### src/rtl/conv_pool_pkg.sv
// Shared types for the conv_pool result write-back path.
package conv_pool_pkg;
  localparam int ADDR_W = 16;
  localparam int DATA_W = 8;
  localparam int NUM_CH = 3;

  typedef struct packed {
    logic [ADDR_W-1:0] addr;
    logic [DATA_W-1:0] data;
  } wb_entry_t;

  typedef logic [1:0] ch_idx_t;

  // Channel index successor, modulo the three kernels.
  function automatic ch_idx_t rr_next(input ch_idx_t c);
    return (c == 2'd2) ? 2'd0 : c + 2'd1;
  endfunction
endpackage

### src/rtl/result_wb_arbiter_wb_fifo.sv
// Per-channel synchronous FIFO; pushes into a full FIFO are dropped unless a pop frees a slot on the same edge.
module wb_fifo
  import conv_pool_pkg::*;
#(
  parameter int  FIFO_DEPTH = 4,
  parameter type entry_t    = wb_entry_t
) (
  input  logic   clk,
  input  logic   rst,
  input  logic   push,
  input  logic   pop,
  input  entry_t wdata,
  output entry_t head,
  output logic   full,
  output logic   empty,
  output logic   drop
);
  localparam int PTR_W = $clog2(FIFO_DEPTH);
  localparam logic [PTR_W:0] FULL_CNT = FIFO_DEPTH[PTR_W:0];

  entry_t           mem [FIFO_DEPTH];
  logic [PTR_W-1:0] wr_ptr;
  logic [PTR_W-1:0] rd_ptr;
  logic [PTR_W:0]   count;
  logic             do_push;
  logic             do_pop;

  assign empty   = (count == '0);
  assign full    = (count == FULL_CNT);
  assign do_pop  = pop && !empty;
  assign do_push = push && (!full || do_pop);
  assign drop    = push && full && !do_pop;
  assign head    = mem[rd_ptr];

  always_ff @(posedge clk) begin
    if (!rst) begin
      wr_ptr <= '0;
      rd_ptr <= '0;
      count  <= '0;
    end else begin
      if (do_push) wr_ptr <= wr_ptr + 1'b1;
      if (do_pop)  rd_ptr <= rd_ptr + 1'b1;
      case ({do_push, do_pop})
        2'b10:   count <= count + 1'b1;
        2'b01:   count <= count - 1'b1;
        default: count <= count;
      endcase
    end
  end

  // Storage carries data only; validity lives entirely in the pointers.
  always_ff @(posedge clk) begin
    if (do_push) mem[wr_ptr] <= wdata;
  end
endmodule

### src/rtl/result_wb_arbiter.sv
// Merges the three conv_pool result streams into one valid/ready memory write port
// through per-channel FIFOs and a round-robin arbiter.
module result_wb_arbiter #(
  parameter int ADDR_W     = 16,
  parameter int DATA_W     = 8,
  parameter int NUM_CH     = 3,
  parameter int FIFO_DEPTH = 4
) (
  input  logic              clk,
  input  logic              rst,
  input  logic              in_we_0,
  input  logic              in_we_1,
  input  logic              in_we_2,
  input  logic [ADDR_W-1:0] in_addr_0,
  input  logic [ADDR_W-1:0] in_addr_1,
  input  logic [ADDR_W-1:0] in_addr_2,
  input  logic [DATA_W-1:0] in_data_0,
  input  logic [DATA_W-1:0] in_data_1,
  input  logic [DATA_W-1:0] in_data_2,
  output logic              mem_we,
  input  logic              mem_ready,
  output logic [ADDR_W+1:0] mem_addr,
  output logic [DATA_W-1:0] mem_wdata,
  output logic [NUM_CH-1:0] fifo_full,
  output logic [NUM_CH-1:0] overflow,
  output logic              idle
);
  import conv_pool_pkg::*;

  typedef struct packed {
    logic [ADDR_W-1:0] addr;
    logic [DATA_W-1:0] data;
  } entry_t;

  entry_t            wdata [NUM_CH];
  entry_t            head  [NUM_CH];
  logic [NUM_CH-1:0] push;
  logic [NUM_CH-1:0] pop;
  logic [NUM_CH-1:0] full;
  logic [NUM_CH-1:0] empty;
  logic [NUM_CH-1:0] drop;

  ch_idx_t           rr;
  ch_idx_t           grant;
  logic              load;

  logic              vld_p0;
  logic [ADDR_W+1:0] addr_p0;
  logic [DATA_W-1:0] wdata_p0;

  assign push     = {in_we_2, in_we_1, in_we_0};
  assign wdata[0] = '{addr: in_addr_0, data: in_data_0};
  assign wdata[1] = '{addr: in_addr_1, data: in_data_1};
  assign wdata[2] = '{addr: in_addr_2, data: in_data_2};

  for (genvar g = 0; g < NUM_CH; g++) begin : g_fifo
    wb_fifo #(
      .FIFO_DEPTH(FIFO_DEPTH),
      .entry_t   (entry_t)
    ) u_fifo (
      .clk  (clk),
      .rst  (rst),
      .push (push[g]),
      .pop  (pop[g]),
      .wdata(wdata[g]),
      .head (head[g]),
      .full (full[g]),
      .empty(empty[g]),
      .drop (drop[g])
    );
  end

  // Search starts one past the last winner, so the last winner has lowest priority.
  function automatic ch_idx_t pick(input ch_idx_t last, input logic [NUM_CH-1:0] ready);
    ch_idx_t c1;
    ch_idx_t c2;
    c1 = rr_next(last);
    c2 = rr_next(c1);
    if (ready[c1])      return c1;
    else if (ready[c2]) return c2;
    else                return last;
  endfunction

  assign grant = pick(rr, ~empty);
  assign load  = (!vld_p0 || mem_ready) && !(&empty);

  always_comb begin
    pop = '0;
    if (load) pop[grant] = 1'b1;
  end

  // Output register stage p0: holds the granted entry until the memory takes it.
  always_ff @(posedge clk) begin
    if (!rst) begin
      vld_p0   <= 1'b0;
      addr_p0  <= '0;
      wdata_p0 <= '0;
      rr       <= 2'd2;
      overflow <= '0;
    end else begin
      overflow <= overflow | drop;
      if (load) begin
        vld_p0   <= 1'b1;
        addr_p0  <= {grant, head[grant].addr};
        wdata_p0 <= head[grant].data;
        rr       <= grant;
      end else if (mem_ready) begin
        vld_p0 <= 1'b0;
      end
    end
  end

  assign mem_we    = vld_p0;
  assign mem_addr  = addr_p0;
  assign mem_wdata = wdata_p0;
  assign fifo_full = full;
  assign idle      = (&empty) && !vld_p0;
endmodule

### config.mk
export PLATFORM = sky130hd
export DESIGN_NAME = result_wb_arbiter
export DESIGN_NICKNAME = d
export VERILOG_FILES = /design/src/rtl/conv_pool_pkg.sv /design/src/rtl/result_wb_arbiter_wb_fifo.sv /design/src/rtl/result_wb_arbiter.sv
export SDC_FILE = /design/constraint.sdc
export NUM_CORES = 1
export LEC_CHECK = 0
export CAP_MARGIN = 5
export CORE_MARGIN = 8
export CORE_UTILIZATION = 45
export DETAILED_ROUTE_END_ITERATION = 12
export GPL_TIMING_DRIVEN = 1
export PLACE_DENSITY = 0.76
export SYNTH_ARGS = -nofsm -noshare
export SYNTH_HDL_FRONTEND = slang
export SYNTH_HIERARCHICAL = 1
export SYNTH_SLANG_ARGS = --single-unit
### constraint.sdc
create_clock -name clk -period 3.4 [get_ports clk]
set_input_delay 0.34 -clock clk [delete_from_list [all_inputs] [get_ports clk]]
set_output_delay 0.34 -clock clk [all_outputs]
set_load 0.005 [all_outputs]
# Yosys cells after proc, flatten, opt, wreduce, memory -nomap -nowiden
# Memory sizes are Yosys's and may differ from the RTL's. A register that Yosys moved wholly into a read port is not among the register bits.
# Cells that the tools add are included.
dict set report word_totals {
  reg_bits 53
  ramBits 288
  input_bits 78
  output_inout_bits 34
  word_cells 119
  mem_count 3
}
dict set report op_classes {
  addsub 14
  magnitude_cmp 5
  n_eq_ne 11
  mux 31
  bitwise 3
  reduce_logical 38
}
# memory words word_bits rd rd_ports_with_merged_regs write_ports line_no
set memory_table {}
lappend memory_table {{g_fifo[0].u_fifo.mem} 4 24 1 1 1 result_wb_arbiter_wb_fifo.sv:21} ;# entry_t mem [FIFO_DEPTH];
lappend memory_table {{g_fifo[1].u_fifo.mem} 4 24 1 1 1 result_wb_arbiter_wb_fifo.sv:21}
lappend memory_table {{g_fifo[2].u_fifo.mem} 4 24 1 1 1 result_wb_arbiter_wb_fifo.sv:21}
# op n
set op_table {}
lappend op_table {{$bmux W24 S2} 1}
lappend op_table {{$mux W24} 2}
lappend op_table {{$mux W2} 10}
lappend op_table {{$pmux W3 S2} 3}
lappend op_table {{$add A2 B1 Y2 const B} 8}
lappend op_table {{$logic_and A1 B1 Y1} 15}
lappend op_table {{$logic_not A1 Y1} 11}
lappend op_table {{$mux W1} 11}
lappend op_table {{$eq A2 B2 Y1 const B} 5}
lappend op_table {{$add A3 B1 Y3 const B} 3}
lappend op_table {{$eq A3 B3 Y1 const B} 3}
lappend op_table {{$logic_not A3 Y1} 3}
lappend op_table {{$lt A2 B3 Y1 const B} 3}
lappend op_table {{$sub A3 B1 Y3 const B} 3}
lappend op_table {{$reduce_bool A2 Y1} 4}
lappend op_table {{$eq A2 B1 Y1 const B} 3}
lappend op_table {{$bmux W1 S2} 2}
lappend op_table {{$logic_or A1 B1 Y1} 4}
lappend op_table {{$ge A3 B3 Y1 const B} 1}
lappend op_table {{$mux W3} 1}
lappend op_table {{$not A2 Y3} 1}
lappend op_table {{$not A3 Y3} 1}
lappend op_table {{$or A3 B3 Y3} 1}
lappend op_table {{$reduce_and A3 Y1} 1}
lappend op_table {{2 further kinds} 2}

# Depth between registers and ports, before layout
# Gate-level depths: netlist of run 1.
dict set report logic_depth {
  ltp_word 18
  depth_mapped 12
  mapped_depth_nobuf 11
}

# Hierarchy
# Netlist of run 1, hierarchy kept.
# module instances cells_per_inst area_per_inst_um2 seq_area_each_um2
set by_module_without_submodules {}
lappend by_module_without_submodules {wb_fifo 3 186 3992.6 3062.9}
lappend by_module_without_submodules {result_wb_arbiter 1 174 1572.8 620.6}

# Least setup slack after synthesis of run 1
# Ideal clock, no wire load.
dict set report synth_path {
  kind {register -> register}
  from {reg g_fifo[2].u_fifo.count[1]}
  to {reg g_fifo[1].u_fifo.count[2]}
  setup_time_ns 0.072
  arrival_ns 3.223
  required_time_ns 3.328
  path_slack_ns 0.105
  path_stages_with_launch 12
  path_buffers 2
  period_less_slack_ns 3.295
  path_cell_list {dfxtp_1 > nor3_1 > o21a_1 > o22ai_2 > buf_2 > buf_2 > nor3_1 > o31a_1 > nand2b_1 > fa_1 > o31ai_1 > mux2i_1}
}
dict set report synth_between {
  elab_chain_cells 16
  word_cells_on_any_way 24
  classes_between {order compare: 2; eq/ne: 2; mux: 10; bitwise: 1; reduce/logical: 9}
}
# element line_no
set synth_rtl {}
lappend synth_rtl {{start, declared} result_wb_arbiter_wb_fifo.sv:24} ;# logic [PTR_W:0] count;
lappend synth_rtl {{start signal, assigned} result_wb_arbiter_wb_fifo.sv:44} ;# 2'b10: count <= count + 1'b1;
lappend synth_rtl {{start signal, assigned} result_wb_arbiter_wb_fifo.sv:45} ;# 2'b01: count <= count - 1'b1;
lappend synth_rtl {{start signal, assigned} result_wb_arbiter_wb_fifo.sv:46} ;# default: count <= count;
lappend synth_rtl {{$logic_not A3 Y1 *} result_wb_arbiter_wb_fifo.sv:28} ;# assign empty = (count == '0);
lappend synth_rtl {{net empty[2]} result_wb_arbiter.sv:40} ;# logic [NUM_CH-1:0] empty;
lappend synth_rtl {{$not A3 Y3} result_wb_arbiter.sv:84} ;# assign grant = pick(rr, ~empty);
lappend synth_rtl {{$bmux W1 S2} result_wb_arbiter.sv:80} ;# else if (ready[c2]) return c2;
lappend synth_rtl {{$mux W1 (not written as such)} result_wb_arbiter.sv:80}
lappend synth_rtl {{$mux W2} result_wb_arbiter.sv:80}
lappend synth_rtl {{$mux W2} result_wb_arbiter.sv:79} ;# if (ready[c1]) return c1;
lappend synth_rtl {{$lt A2 B3 Y1 (not written as such) or $ge A2 B1 Y1 (tied branches)} result_wb_arbiter.sv:89} ;# if (load) pop[grant] = 1'b1;
lappend synth_rtl {{[... 2 more ...]} -}
lappend synth_rtl {{$demux W1 S2} result_wb_arbiter.sv:89}
lappend synth_rtl {{$mux W3 *} result_wb_arbiter.sv:89}
lappend synth_rtl {{net pop[1]} result_wb_arbiter.sv:38} ;# logic [NUM_CH-1:0] pop;
lappend synth_rtl {{$logic_and A1 B1 Y1 *} result_wb_arbiter_wb_fifo.sv:30} ;# assign do_pop = pop && !empty;
lappend synth_rtl {{$logic_or A1 B1 Y1} result_wb_arbiter_wb_fifo.sv:31} ;# assign do_push = push && (!full || do_pop);
lappend synth_rtl {{$logic_and A1 B1 Y1} result_wb_arbiter_wb_fifo.sv:31}
lappend synth_rtl {{$eq A2 B1 Y1 or $eq A2 B2 Y1 (tied branches)} result_wb_arbiter_wb_fifo.sv:43} ;# case ({do_push, do_pop})
lappend synth_rtl {{$pmux W3 S2 or $reduce_bool A2 Y1 (tied branches)} -}
lappend synth_rtl {{end signal, assigned} result_wb_arbiter_wb_fifo.sv:44}
lappend synth_rtl {{end signal, assigned} result_wb_arbiter_wb_fifo.sv:45}
lappend synth_rtl {{end signal, assigned} result_wb_arbiter_wb_fifo.sv:46}
lappend synth_rtl {{end, declared} result_wb_arbiter_wb_fifo.sv:24}
# Mark *: on every way through the listed nets, which the timed path passes. The rest lies on a longest branch. The select of a mux whose other input is x is not followed.
# A chain may end at the register's enable or synchronous reset.

# Worst setup path in the final report of run 1
dict set report layout_path {
  from {reg g_fifo[1].u_fifo.count[1]}
  to {reg g_fifo[0].u_fifo.count[1]}
}
dict set report layout_between {
  elab_chain_cells 16
  word_cells_on_any_way 24
  classes_between {order compare: 2; eq/ne: 2; mux: 10; bitwise: 1; reduce/logical: 9}
}
# element line_no
set layout_rtl {}
lappend layout_rtl {{$logic_not A3 Y1 *} result_wb_arbiter_wb_fifo.sv:28}
lappend layout_rtl {{net empty[1]} result_wb_arbiter.sv:40}
lappend layout_rtl {{$not A3 Y3} result_wb_arbiter.sv:84}
lappend layout_rtl {{$bmux W1 S2} result_wb_arbiter.sv:80}
lappend layout_rtl {{$mux W1 (not written as such)} result_wb_arbiter.sv:80}
lappend layout_rtl {{$mux W2} result_wb_arbiter.sv:80}
lappend layout_rtl {{$mux W2} result_wb_arbiter.sv:79}
lappend layout_rtl {{$lt A2 B3 Y1 (not written as such) or $ge A2 B1 Y1 (tied branches)} result_wb_arbiter.sv:89}
lappend layout_rtl {{[... 2 more ...]} -}
lappend layout_rtl {{$demux W1 S2} result_wb_arbiter.sv:89}
lappend layout_rtl {{$mux W3 *} result_wb_arbiter.sv:89}
lappend layout_rtl {{net pop[0]} result_wb_arbiter.sv:38}
lappend layout_rtl {{$logic_and A1 B1 Y1 *} result_wb_arbiter_wb_fifo.sv:30}
lappend layout_rtl {{$logic_or A1 B1 Y1} result_wb_arbiter_wb_fifo.sv:31}
lappend layout_rtl {{$logic_and A1 B1 Y1} result_wb_arbiter_wb_fifo.sv:31}
lappend layout_rtl {{$eq A2 B1 Y1 or $eq A2 B2 Y1 (tied branches)} result_wb_arbiter_wb_fifo.sv:43}
lappend layout_rtl {{$pmux W3 S2 or $reduce_bool A2 Y1 (tied branches)} -}
lappend layout_rtl {{end signal, assigned} result_wb_arbiter_wb_fifo.sv:44}
lappend layout_rtl {{end signal, assigned} result_wb_arbiter_wb_fifo.sv:45}
lappend layout_rtl {{end signal, assigned} result_wb_arbiter_wb_fifo.sv:46}
lappend layout_rtl {{end, declared} result_wb_arbiter_wb_fifo.sv:24}
# Marks and branches as above.

==> results of run 1 <==
## worst min path at each step
stage	end	startpoint	slack [ns]	cells after the start
floorplan	g_fifo[0].u_fifo/mem[0][0]	in_data_0[0]	0.44	0
global placement	overflow[2]	overflow[2]	0.45	2
detailed placement	overflow[2]	overflow[2]	0.46	2
CTS	g_fifo[2].u_fifo/mem[3][23]	in_addr_2[15]	0.45	1
global route	g_fifo[1].u_fifo/mem[0][9]	in_addr_1[1]	0.46	1
finish	g_fifo[0].u_fifo/mem[3][7]	in_data_0[7]	0.47	1
## cell usage after synthesis, drive strengths merged
| cell | instances |
|---|---|
| nor3b | 3 |
| nand3 | 2 |
| mux4 | 72 |
| nand3b | 3 |
| mux2 | 24 |
| fa | 3 |
| buf | 23 |
| nand2 | 31 |
| a221oi | 13 |
| a22oi | 11 |
| a2111oi | 3 |
| nand2b | 8 |
| o21a | 7 |
| o31ai | 4 |
| inv | 17 |
| xor2 | 9 |
| or3b | 3 |
| o22ai | 1 |
| clkbuf | 13 |
| o31a | 3 |
| o21ai | 21 |
| a21boi | 6 |
| dfxtp | 58 |
| ha | 12 |
| xnor2 | 6 |
| and3 | 1 |
| mux2i | 3 |
| a211oi | 3 |
| and2 | 29 |
| edfxtp | 288 |
| a41oi | 1 |
| nor3 | 4 |
| a21oi | 12 |
| nor2 | 35 |
## report_power, final
group | leakage, nW | internal (mW) | switching, mW
registers | 3.12 | 5.01 | 0.178
clock network | 0.573 | 2.20 | 1.56
logic | 1.67 | 1.10 | 1.28
total | 5.36 | 8.31 | 3.02
## layer usage
layer / routed length [µm] / track usage / vias to the layer above
met5: 13 / 0 / -
met4: 659 / 0.0478 / 2
met3: 1950 / 0.0361 / 47
met2: 14200 / 0.262 / 259
met1: 12000 / 0.208 / 3617
li1: - / - / 3176
## worst reg2reg max path, stage by stage, from the launching register on
cell      delay (ns)
dfxtp_1         0.36
nor3_1          0.50
inv_1           0.11
o22ai_2         0.24
and2_1          0.35
o31a_1          0.31
nand2b_1        0.11
fa_1            0.46
a211oi_1        0.18
o21ai_0         0.12
a21oi_1         0.14
## layout make-up
| cell class | count | area, µm² |
|---|---|---|
| clock buffer | 42 | 966 |
| clock inverter | 23 | 189 |
| fill | 2325 | 13300 |
| inverter | 17 | 63.8 |
| multi-input combinational | 333 | 3490 |
| sequential | 346 | 9810 |
| tap | 390 | 488 |
| timing repair buffer | 140 | 1330 |
## cell families after synthesis
logic type	synth area share
DFF	0.724
and+or+nand+nor	0.0440
muxes	0.142
AOI/OAI and AO/OA	0.0467
buffers and inverters	0.0183
xor gates and xnor gates	0.00970
adders and majority gates	0.0155
## per-stage QoR
step	utilization	hold WS, ns	cell area [µm²]
final	0.551	0.466	16300
after global routing	0.551	0.457	16300
after CTS	0.551	0.448	16300
after detailed placement	0.512	0.458	15200
after global placement	0.512	0.450	15200
after floorplan	-	0.439	13600
## sequential cells by signal, summed over array words and instances (netlist names), named ones only
register	count
g_fifo.u_fifo/count	9
mem_wdata	8
overflow	3
g_fifo.u_fifo/rd_ptr	6
rr	2
mem_we	1
g_fifo.u_fifo/mem	288
mem_addr	17
g_fifo.u_fifo/wr_ptr	6
==> summary.txt, run 1 <==
Run status
  • Outcome: finished, final reports clean

Placement
  • Gpl congestion: between 0.8 and 0.9
  • Dpl hpwl: 19200 µm
  • Post-Place Setup Slack: 0.478 ns
  • Port Buffers: between 100 and 150
  • Placed Instances: approximately 1200

Setup path
  • Reg2Reg Depth: 10
  • Reg2reg setup slack: 0.45 ns
  • Critical path launch point: g_fifo[1].u_fifo/count[1]
  • Critical path buffer and inverter count: 1
  • Crit path to: g_fifo[0].u_fifo/count[1]
  • Worst r2r src: g_fifo[1].u_fifo/count[1]
  • End of the worst register-to-register path: g_fifo[0].u_fifo/count[1]
  • Crit path kind: flop to flop
  • Crit path launch type: flop
  • Crit path max fanout: 7
  • Critical path data required time: 3.84 ns
  • Critical Path Max Stage Delay: roughly 0.50 ns
  • Crit path capture type: flop
  • CP top delay family: compound AO/OA/AOI/OAI gates
  • Stages on worst setup path: 10
  • Slowest CP cell: nor3_1
  • Cells along the critical path: nor3_1, inv_1, o22ai_2, and2_1, o31a_1, nand2b_1, fa_1, a211oi_1, o21ai_0, a21oi_1
  • Crit path DAT: 3.39 ns

Global routing
  • Gr usage total: 0.159
  • First-pass GRT wire length: roughly 43000 µm
  • Number of global-route vias before repair: slightly above 7000
  • GR Overflow Total: 0
  • Initial antenna violation count: 1
  • Largest net degree at the start of global routing: between 40 and 50

Pwr
  • Total power: roughly 11 mW
  • Static leakage: around 5.4 nW
  • VDD IR max: approximately 0.00041 V
  • PD cells: about 700 mW/mm²

Clock network
  • Worst-path clk slew: roughly 0.06 ns
  • Clk sinks: between 300 and 400
  • Maximum clock path buffer count: 3
  • Post-CTS Resized: 0
  • Cts bufs inserted: 36
  • Clock Tree Root: clkbuf_16
  • H-tree Lvls: 2
  • Cts hold-fix bufs: 0
  • Clock Latency Late Sink: between 0.5 and 0.6 ns
  • CTS tree: built
  • Post-CTS Setup Bufs: 0

Timing
  • Crit share post-route: 0.869
  • Min Tclk post-route: between 2 and 3 ns
  • # setup viols final: 0
  • Final Max Tran Viols: 0
  • RSZ-0062 raised after global routing: false
  • Clock skew: between 0.015 and 0.02 ns
  • Slew HR: 0.576
  • Worst-margin pin slew: between 0.6 and 0.7 ns
  • Highest Clock Rate: 339 MHz
  • Final TNS setup: 0 ns
  • PnR worst setup slack: about 0.45 ns
  • Hold Violations, Final: 0

Logic synthesis
  • Mapped Area: 0.0136 mm²
  • Yosys top cell area share: 0.638
  • Sequential share of the synthesized area: 0.724
  • Area contributors post-synth: edfxtp_1 64%, mux4_2 12%, dfxtp_1 8.6%
  • Yosys top cell by area: edfxtp_1
  • Distinct cell type count after synthesis: 43
  • Mapped Nets: roughly 830
  • Yosys warns: 6
  • Yosys reg bits: roughly 350
  • Post-Synthesis Cells: 732
  • Mean Syn Cell Area: approximately 19 µm²

Finish
  • Layout cell share with drive strength beyond 1: 0.214
  • Area growth from synthesis to layout: 20.6%
  • Non-Filler Instances: around 1300
  • # diodes: 0
  • Commonest non-fill, non-tap cell in the layout: edfxtp_1
  • Commonest cells after routing, fill and taps aside: 288 x edfxtp_1, 111 x clkdlybuf4s50_1, 72 x mux4_2, 58 x dfxtp_1, 38 x clkbuf_16
  • Number of nets in the layout: ~970

Floorplan
  • Initial Util: 0.457
  • Core area: 0.0296 mm²
  • Rows: between 60 and 70
  • Die area: roughly 0.036 mm²
  • IO Count: about 110
  • Die width: 190 µm
  • Die Span Y: 190 µm

Drt
  • # DRC: 0
  • Overall via count from detail_route: about 7100
  • Per-cell routed wire length: approximately 22 µm
  • First-pass detailed-route iteration total: 5
  • WL final: between 20000 and 30000 µm
  • Via density: approximately 5.5
  • Final ANT Viol Nets: 0
  • Iter 0 DRT Violations: about 530

Run
  • Max cap viols: 0

Worst hold path
  • Worst hold path type: input port to flop
Power figures use the tool's default switching activity.
==> inputs of run 2 (changes only) <==
--- a/config.mk
+++ b/config.mk
@@ -8,10 +8,12 @@
 export CAP_MARGIN = 5
 export CORE_MARGIN = 8
 export CORE_UTILIZATION = 45
+export CTS_CLUSTER_DIAMETER = 60
 export DETAILED_ROUTE_END_ITERATION = 12
 export GPL_TIMING_DRIVEN = 1
-export PLACE_DENSITY = 0.76
+export PLACE_DENSITY = 0.73
 export SYNTH_ARGS = -nofsm -noshare
 export SYNTH_HDL_FRONTEND = slang
 export SYNTH_HIERARCHICAL = 1
 export SYNTH_SLANG_ARGS = --single-unit
+export TNS_END_PERCENT = 1
==> constraint.sdc (replaced) <==
create_clock -name clk -period 3 [get_ports clk]
set_input_delay 0.3 -clock clk [delete_from_list [all_inputs] [get_ports clk]]
set_output_delay 0.3 -clock clk [all_outputs]
set_load 0.005 [all_outputs]
==> run 2 against run 1 <==
Critical path type unchanged; clock skew hardly changed; utilization increased by 0.20 points; highest routed layer unchanged; sequential power is 14% higher.
==> summary.txt, run 2 (synthesized netlist as in run 1, its figures left out) <==
Pwr
  • Clk pwr share: 0.334 (+0.002)
  • Internal power: 9.52 mW (+14%)
  • Psw: 3.38 mW (+12%)
  • Static leakage: 5.36 nW (about the same)
  • Sequential share of power: 0.458 (about the same)
  • Gate power share: 0.208 (-0.002)
  • PD cells: 787 mW/mm² (+13%)
  • Net Sw Frac: 0.262 (-0.00392)
  • VDD IR max: 0.000456 V (+11%)

Timing
  • RSZ-0062 raised after global routing: false
  • Crit share post-route: 0.892 (+0.0232)
  • # setup viols final: 0 (unchanged)
  • Final Max Tran Viols: 0 (unchanged)
  • Worst hold slack: 0.417 ns (-0.0489 ns)
  • Min Tclk post-route: 2.68 ns (-0.278 ns)
  • Final TNS setup: 0 ns (unchanged)
  • Clock skew: 0.0179 ns (+0.000177 ns)
  • PnR worst setup slack: 0.325 ns (-0.122 ns)
  • Slew HR: 0.536 (-0.0393)
  • Hold Violations, Final: 0 (unchanged)
  • Worst-margin pin slew: 0.695 ns (+0.0630 ns)
  • Highest Clock Rate: 374 MHz (+10%)

Drt
  • # DRC: 0 (unchanged)
  • First-pass detailed-route iteration total: 4 (-1)
  • Iter 0 DRT Violations: 618 (+16%)
  • Final ANT Viol Nets: 0 (unchanged)
  • Overall via count from detail_route: 7050 (-0.72%)
  • WL final: 28900 µm (+0.23%)
  • Via density: 5.46 (-0.72%)
  • Per-cell routed wire length: 22.4 µm (+0.23%)

Placement
  • Post-Place Setup Slack: 0.218 ns (-0.260 ns)
  • Dpl cell area: 0.0152 mm² (+0.35%)
  • Dpl hpwl: 18900 µm (-1.2%)
  • Port Buffers: 111 (unchanged)
  • Placed Instances: 1225 (-0.082%)
  • Gpl congestion: 0.799 (-2.0%)

Global routing
  • Largest net degree at the start of global routing: 44 (-6.4%)
  • Gr usage total: 0.162 (+0.00367)
  • Initial antenna violation count: 1 (unchanged)
  • First-pass GRT wire length: 44400 µm (+3.1%)
  • GR Overflow Total: 0 (unchanged)
  • Number of global-route vias before repair: 7262 (+0.33%)

Setup path
  • Worst r2r src: g_fifo[0].u_fifo/count[1]
  • Crit path kind: flop to flop
  • Critical Path Max Stage Delay: 0.40 ns (-0.10 ns)
  • Stages on worst setup path: 9 (-1)
  • Crit path launch type: flop
  • Reg2reg setup slack: 0.32 ns (-0.12 ns)
  • Reg2Reg Depth: 9 (-1)
  • Slowest CP cell: nor3_1
  • Crit path capture type: flop
  • Critical path data required time: 3.44 ns (-0.40 ns)
  • Crit path DAT: 3.11 ns (-0.28 ns)
  • Cells along the critical path: nor3_1, o21a_1, o22ai_2, nor3_2, o31a_1, nand2b_1, fa_1, o31ai_1, mux2i_1
  • Crit path to: g_fifo[1].u_fifo/count[2]
  • Critical path launch point: g_fifo[0].u_fifo/count[1]
  • Critical path buffer and inverter count: 0 (-1)
  • Crit path max fanout: 6 (-1)
  • End of the worst register-to-register path: g_fifo[1].u_fifo/count[2]
  • CP top delay family: compound AO/OA/AOI/OAI gates

Finish
  • Final Cell Area: 0.0164 mm² (+0.36%)
  • Commonest cells after routing, fill and taps aside: 288 x edfxtp_1, 111 x clkdlybuf4s50_1, 72 x mux4_2, 58 x dfxtp_1, 39 x clkbuf_16
  • Area growth from synthesis to layout: 21.0%
  • Commonest non-fill, non-tap cell in the layout: edfxtp_1
  • # diodes: 0 (unchanged)
  • Largest Register: g_fifo.u_fifo/mem
  • Non-Filler Instances: 1291 (unchanged)
  • Filler Cell Count: 2292 (-1.4%)
  • Max reg flops: 288 (unchanged)
  • Number of nets in the layout: 967 (unchanged)
  • Layout cell share with drive strength beyond 1: 0.205 (-0.00888)

Clock network
  • Clk sinks: 346 (unchanged)
  • H-tree Lvls: 2 (unchanged)
  • Clock Tree Root: clkbuf_16
  • CTS tree: built
  • Cts bufs inserted: 37 (+2.8%)
  • Worst-path clk slew: 0.06 ns (about the same)
  • Clock Latency Late Sink: 0.52 ns (about the same)
  • Post-CTS Setup Bufs: 0 (unchanged)
  • Maximum clock path buffer count: 3 (unchanged)

Floorplan
  • Rows: 63 (unchanged)
  • Core area: 0.0296 mm² (unchanged)
  • Die Span Y: 190 µm (unchanged)
  • Initial Util: 0.457 (unchanged)
  • IO Count: 112 (unchanged)
  • Die area: 0.0359 mm² (unchanged)
  • Die width: 190 µm (unchanged)

Worst hold path
  • Worst hold path type: input port to flop

Run
  • Max cap viols: 0 (unchanged)

Run status
  • Outcome: finished, final reports clean
run 2: changes by cell type in the layout (fill, tap and decap cells not counted):
cell,delta
clkinv_1,+6
buf_4,-5
clkbuf_1,+5
nor3_1,-3
clkinv_8,-1
clkinv_2,-9
clkbuf_16,+1
clkbuf_8,+1
buf_12,+4
clkinv_4,-2
nor3_2,+3
run 2: worst min-delay path by stage:
stage	startpoint	end	slack [ns]	depth (start not counted)
after floorplan	in_data_0[0]	g_fifo[0].u_fifo/mem[0][0]	0.40	0
after global placement	overflow[2]	overflow[2]	0.45	2
after detailed placement	overflow[2]	overflow[2]	0.45	2
after CTS	in_addr_1[14]	g_fifo[1].u_fifo/mem[0][22]	0.40	1
after global routing	in_addr_1[12]	g_fifo[1].u_fifo/mem[2][20]	0.41	1
final	rst	rr[1]	0.42	2
run 2: final cells by class:
type                    count  area, µm²  area share
clock inverters            17        133     0.00809
repair buffers            139       1370      0.0836
flip-flops and latches    346       9810       0.598
multi-input cells         333       3510       0.214
inverters                  17       63.8     0.00389
clock buffers              49       1020      0.0624
well taps                 390        488      0.0298
run 2: power by group through the flow:
| stage | logic [mW] | registers [mW] | clock network [mW] |
|---|---|---|---|
| after CTS | 2.72 | 5.90 | 4.39 |
| after global placement | 2.66 | 5.98 | 0 |
| final | 2.69 | 5.91 | 4.31 |
| after floorplan | 1.57 | 5.93 | 0 |
| after detailed placement | 2.70 | 6.00 | 0 |
| after global routing | 2.92 | 5.95 | 4.59 |
run 2: metrics by stage:
stage / util / total power [mW]
6_report: 0.553 / 12.9
5_1_grt: 0.553 / 13.5
4_1_cts: 0.553 / 13.0
3_5_place_dp: 0.514 / 8.70
3_3_place_gp: 0.514 / 8.64
2_1_floorplan: - / 7.50
run 2: timing repair:
| item | in CTS | in global routing |
|---|---|---|
| gates resized for setup | 0 | 1 |
| endpoints found under the setup margin | 0 | 2 |
| hold buffers | 0 | 0 |
run 2: metal layers:
layer	share of wire	vias up	wire length, µm	GRT usage
met5	0.00045	-	13	0
met4	0.022	2	649	0.0466
met3	0.071	48	2070	0.0425
met2	0.48	247	14000	0.261
met1	0.42	3569	12200	0.216
li1	-	3184	-	-
